File: src/rtl/radix4_residual_iter.sv
// Sequential residual-update stage of the radix-4 online datapath with online delay and handshakes.
// Define RESID_OVF_CHECK_EN to enable the sticky ovf check; otherwise ovf is tied to 0.

module radix4_residual_iter #(
    parameter int unsigned no_of_digits = 4,
    parameter int unsigned radix_bits   = 3,
    parameter int unsigned radix        = 4,
    parameter int unsigned delta        = 2,
    localparam int unsigned ND          = no_of_digits + delta + 1,
    localparam int unsigned WW          = radix_bits * ND
) (
    input  logic                  clk,
    input  logic                  rst,
    input  logic                  start,
    input  logic                  in_valid,
    output logic                  in_ready,
    input  logic [radix_bits-1:0] x_digit,
    output logic [WW-1:0]         w_to_mod,
    input  logic [WW-1:0]         w_from_mod,
    output logic                  out_valid,
    input  logic                  out_ready,
    output logic [radix_bits-1:0] z_digit,
    output logic                  busy,
    output logic                  done,
    output logic                  ovf
);

    localparam int unsigned SW = $clog2(ND);
    localparam logic signed [radix_bits-1:0] DigMax = radix_bits'(radix - 1);
    localparam logic signed [radix_bits-1:0] DigMin = -DigMax;

    typedef enum logic [2:0] {StIdle, StLoad, StRun, StFlush, StDone} state_e;

    state_e                        state;
    logic [WW-1:0]                 w;
    logic [SW-1:0]                 step;
    logic                          can_out;
    logic                          fire;
    logic signed [radix_bits-1:0]  m_dig;
    logic signed [radix_bits-1:0]  z_dig;
    logic signed [radix_bits-1:0]  r_dig;
    logic [radix_bits-1:0]         x_ins;
    logic [WW-1:0]                 w_next;
    logic                          unused_top;

    assign w_to_mod   = w;
    assign busy       = (state != StIdle);
    assign can_out    = !out_valid || out_ready;
    assign in_ready   = (state == StLoad) || ((state == StRun) && can_out);
    // The top digit only matters to the overflow check.
    assign unused_top = ^w_from_mod[WW-1 -: radix_bits];

    always_comb begin
        fire = 1'b0;
        case (state)
            StLoad:  fire = in_valid;
            StRun:   fire = in_valid && can_out;
            StFlush: fire = can_out;
            default: fire = 1'b0;
        endcase
    end

    // Digit select, clamp and shift; fields are independent so no carries cross digits.
    always_comb begin
        m_dig = w_from_mod[(ND-2)*radix_bits +: radix_bits];
        if (m_dig > DigMax) begin
            z_dig = DigMax;
        end else if (m_dig < DigMin) begin
            z_dig = DigMin;
        end else begin
            z_dig = m_dig;
        end
        r_dig  = m_dig - z_dig;
        x_ins  = (state == StFlush) ? '0 : x_digit;
        w_next = {r_dig, w_from_mod[(ND-2)*radix_bits-1:0], x_ins};
    end

`ifdef RESID_OVF_CHECK_EN
    logic ovf_hit;
    assign ovf_hit = (w_from_mod[WW-1 -: radix_bits] != '0) || (m_dig < DigMin);
`else
    assign ovf = 1'b0;
`endif

    always_ff @(posedge clk) begin
        if (rst) begin
            state     <= StIdle;
            w         <= '0;
            step      <= '0;
            z_digit   <= '0;
            out_valid <= 1'b0;
            done      <= 1'b0;
`ifdef RESID_OVF_CHECK_EN
            ovf       <= 1'b0;
`endif
        end else begin
            done <= 1'b0;
            if (fire && ((state == StRun) || (state == StFlush))) begin
                z_digit   <= z_dig;
                out_valid <= 1'b1;
            end else if (out_valid && out_ready) begin
                out_valid <= 1'b0;
            end
            if (fire) begin
                w    <= w_next;
                step <= step + SW'(1);
`ifdef RESID_OVF_CHECK_EN
                if (ovf_hit) begin
                    ovf <= 1'b1;
                end
`endif
            end
            case (state)
                StIdle: begin
                    if (start) begin
                        state <= StLoad;
                        w     <= '0;
                        step  <= '0;
`ifdef RESID_OVF_CHECK_EN
                        ovf   <= 1'b0;
`endif
                    end
                end
                StLoad: begin
                    if (fire && (step == SW'(delta - 1))) begin
                        state <= StRun;
                    end
                end
                StRun: begin
                    if (fire && (step == SW'(no_of_digits - 1))) begin
                        state <= StFlush;
                    end
                end
                StFlush: begin
                    if (fire && (step == SW'(no_of_digits + delta - 1))) begin
                        state <= StDone;
                    end
                end
                StDone: begin
                    if (out_valid && out_ready) begin
                        done  <= 1'b1;
                        state <= StIdle;
                    end
                end
                default: state <= StIdle;
            endcase
        end
    end

endmodule

File: config.mk
export PLATFORM = sky130hd
export DESIGN_NAME = radix4_residual_iter
export DESIGN_NICKNAME = d
export VERILOG_FILES = /design/src/rtl/radix4_residual_iter.sv
export SDC_FILE = /design/constraint.sdc
export NUM_CORES = 1
export LEC_CHECK = 0
export BUFFER_PORTS_ARGS = -buffer_cell sky130_fd_sc_hd__buf_4
export CAP_MARGIN = 20
export CORE_ASPECT_RATIO = 1.75
export CORE_UTILIZATION = 51
export CTS_CLUSTER_DIAMETER = 40
export DETAILED_ROUTE_END_ITERATION = 10
export GPL_ROUTABILITY_DRIVEN = 0
export PLACE_DENSITY = 0.92
export SLEW_MARGIN = 5
export SYNTH_ARGS = -nofsm -noshare
export SYNTH_HDL_FRONTEND = slang
export SYNTH_SLANG_ARGS = --single-unit
export TNS_END_PERCENT = 5
File: constraint.sdc
create_clock -name clk -period 5.44 [get_ports clk]
set_clock_uncertainty 0.1 [all_clocks]
set_input_delay 1.088 -clock clk [delete_from_list [all_inputs] [get_ports clk]]
set_output_delay 1.088 -clock clk [all_outputs]
set_load 0.05 [all_outputs]
==> Word level (Yosys, flattened, before mapping) <==
Cells that the tools add are included.
{ "totals": {"register_bits": 32, "in_bits": 29, "output_inout_bits": 29, "wordCells": 58} }
{ "op_classes": {"add_sub_neg": 2, "n_lt_le_gt_ge": 2, "n_eq_ne": 12, "mux": 19, "bitwise": 1, "n_reduce_logical": 16} }
{ "op_table": {"columns": ["op", "count"], "rows": [
  ["$mux W21", 3],
  ["$mux W3", 11],
  ["$pmux W3 S5", 1],
  ["$eq A3 B2 Y1 const B", 3],
  ["$logic_and A1 B1 Y1", 7],
  ["$eq A3 B1 Y1 const B", 2],
  ["$eq A3 B3 Y1 const B", 2],
  ["$ne A2 B1 Y1 const B", 3],
  ["$reduce_and A5 Y1", 1],
  ["$ne A2 B2 Y1 const B", 2],
  ["$add A3 B1 Y3 const B", 1],
  ["$gt A3 B3 Y1 const B", 1],
  ["$logic_not A3 Y1", 1],
  ["$logic_or A1 B1 Y1", 3],
  ["$lt A3 B3 Y1 const B", 1],
  ["$mux W1", 3],
  ["$pmux W1 S3", 1],
  ["$reduce_bool A3 Y1", 1],
  ["$sub A3 B3 Y3", 1],
  ["$reduce_bool A2 Y1", 1],
  ["$reduce_or A2 Y1", 1],
  ["$logic_not A1 Y1", 1],
  ["$not A1 Y1", 1]
]} }

==> Depth between registers and ports, before layout <==
{ "depth": {"word_depth": 7, "ltp_mapped": 10, "mapped_depth_nobuf": 10} }

==> Worst setup path before layout <==
Ideal clock, no wire load.
{ "synth_path": {"kind": "input to output", "from": "input out_ready", "to": "output in_ready", "arrival_time_ns": 2.127, "required_time_ns": 4.252, "setup_slack_ns": 2.125, "cell_stages": 3, "n_path_buf": 0, "cell_sequence": "nand2b_1 -> nand3_1 -> a21oi_1"} }
{ "synth_via": {"elab_chain_len": 3} }
{ "synth_lines": {"columns": ["element", "line", "text"], "rows": [
  ["start, declared", "21", "input logic out_ready,"],
  ["$logic_or A1 B1 Y1", "48", "assign can_out = !out_valid || out_ready;"],
  ["$logic_and A1 B1 Y1", "49", "assign in_ready = (state == StLoad) || ((state == StRun) && can_out);"],
  ["$logic_or A1 B1 Y1", "49", null],
  ["end, declared", "16", "output logic in_ready,"]
]} }
Every way passes these cells.

==> Final worst setup path <==
Same ends and word-level chain as after synthesis.

==> summary.txt <==
sequential share of the synthesized area: 43.91%
Final Critical Period: 3.064 ns
CTS buffer count: 5
Antenna Diode Count: 0
synth unique cells: 37
area of the core: 2721 um^2
DRC viols: 0
buffers added on ports: 53
total power: 499.2 uW
top post-synthesis cells by area: dfxtp_1, nand2_1, a21oi_1
status: completed
clk root buf: clkbuf_8
Max Fclk: 0.3264 GHz
maximum VDD drop: 0.1856 mV
Cells after DPL: 243
grt met2 use: 39.83%
RSZ-0062 raised after global routing: false
Int Pwr: 361.4 uW
post-DR wirelength/cell: 12.33 um
busiest grt layer: met2
clk buf depth: 2
Synth Register Bits: 32
Routed Wire Length: 3082 um
DRT antenna net count: 0
count of max-cap constraint violations: 0
max_slew headroom: 34.38%
drt via density: 5.296
DP Worst Slack: 2.375 ns
worst hold path type: reg2reg
HPWL Detailed: 2317 um
global-route met3 utilization: 7.921%
sequential fraction of design power: 49.1%
# resized after CTS: 0
FF+latch area: 640.6 um^2
global route total overflow: 0
H-tree Lvls: 2
asr flop ratio synth: 0%
Lkg Pwr: 0.0007870 uW
critical-path maximum fanout: 5
All-Layer GR Usage: 21.48%
Slew Limit Fails: 0
Sink Count: 32
Clk pwr share: 33.2%
switching power: 137.8 uW
most frequent cell after synthesis: nand2_1
Final period util: 56.32%
Yosys top cell by area: dfxtp_1
sw frac: 27.61%
die area: 3087 um^2
YS warnings: 0
critical path data required time: 4.25 ns
first-pass GRT wire length: 5099 um
EDFF count, synth: 0
Avg Inst Size Synth: 8.384 um^2
PD cells: 264.2 nW/um^2
vias in the first global route: 1,254
# rows: 25
initial antenna violation count: 0
# IOs: 58
Nets: 258
TritonCTS clock tree: built
post-synth top area share: 43.91%
Synth top cells by count: nand2_1, dfxtp_1, a21oi_1
1st-pass router iterations: 4
Area Overhead vs Synth: 29.50%
worst slew pin tran: 0.9811 ns
Die Width: 42.43 um
final worst slack: 2.376 ns
Vias: 1,324
CP Data Arrival Time: 1.88 ns
1st-iter DRT viols: 43
Initial Utilization: 53.61%
area occupied by multi-input gates: 709.4 um^2
Primary FF master, synth: dfxtp_1
later-pin clock latency in the skew report: 0.28 ns
# setup viols final: 0
layout cells sized above 1: 28.70%
critical path type: in2out
met1 Use GR: 21.19%
post-synthesis cell count: 174
# fillers: 227
hold buffer count at CTS: 0
Synth Net Count: 209
Worst-path clk slew: 0.06 ns
Sum Neg Setup Slack: 0 ns
non-filler cells, final: 250
CP Capture Type: primary output
Post-Syn Area: 1459 um^2
Post-CTS Setup Bufs: 0
Comb pwr share: 17.7%
largest net degree at the start of global routing: 27
die height: 72.76 um
final hold violations: 0
CP startpoint kind: input pin
sequential cells by signal (all words and copies together), names as in the netlist:
name	count
step	3
state	3
z_digit	3
out_valid	1
done	1
w_to_mod	21
per-stage QoR:
stage          utilization [%]  hold WS (ns)  area (um^2)
2_1_floorplan                -        0.3522         1459
3_3_place_gp             66.57        0.3390         1812
3_5_place_dp             66.57        0.3478         1812
4_1_cts                  69.43        0.3560         1889
5_1_grt                  69.43        0.3730         1889
6_report                 69.43        0.3554         1889
critical path, stage by stage:
cell and delay [ns]:
buf_4 0.09, nand2b_1 0.21, nand3_1 0.11, a21oi_1 0.16, buf_4 0.22
worst paths after layout:
kind         slack (ns)  depth (start not counted)     endpoint   startpoint
max                2.38                          5     in_ready    out_ready
min                0.36                          2  w_to_mod[6]  w_to_mod[6]
max reg2reg        3.31                          4     state[2]     state[2]
min reg2reg        0.36                          2  w_to_mod[6]  w_to_mod[6]
power by group through the flow:
stage	sequential (uW)	clock [uW]	combinational [uW]
global route	246	181	96.8
global placement	250	0	87.6
floorplan	266	0	46.5
finish	245	166	88.4
detailed placement	250	0	89.3
CTS	245	171	89.4
cells in the final DEF (no fill, tap or decap), drive strengths merged, types with 3 or more instances in the layout:
cell type and instances:
a211oi 4, a21oi 24, buf 53, clkbuf 6
dfxtp 32, ha 5, inv 8, nand2 42
nand2b 4, nand3 5, nor2 12, xnor2 3
area by class of cell:
cell class / count / area share [%]
Timing Repair Buffer: 53 / 21.06
Sequential cell: 32 / 33.91
Inverter: 8 / 1.589
Clock buffer: 6 / 3.841
Multi-Input combinational cell: 123 / 37.55
Clock inverter: 1 / 0.2649
Tap cell: 27 / 1.788
layer usage:
layer,up-vias,part of all wire (%)
li1,667,-
met1,607,38
met2,48,56
met3,2,6.2
met4,0,0.19
met5,-,0
logic make-up after synthesis:
logic type	synth area share [%]
buffers and inverters	7.461
AND/OR/NAND/NOR	23.16
XOR/XNOR	1.801
adder cells (fa/ha/maj)	5.660
multiplexers	1.458
AO/OA/AOI/OAI	16.30
other	0.2570
flip-flops	43.91
No activity file was read; power rests on OpenSTA's default activity.
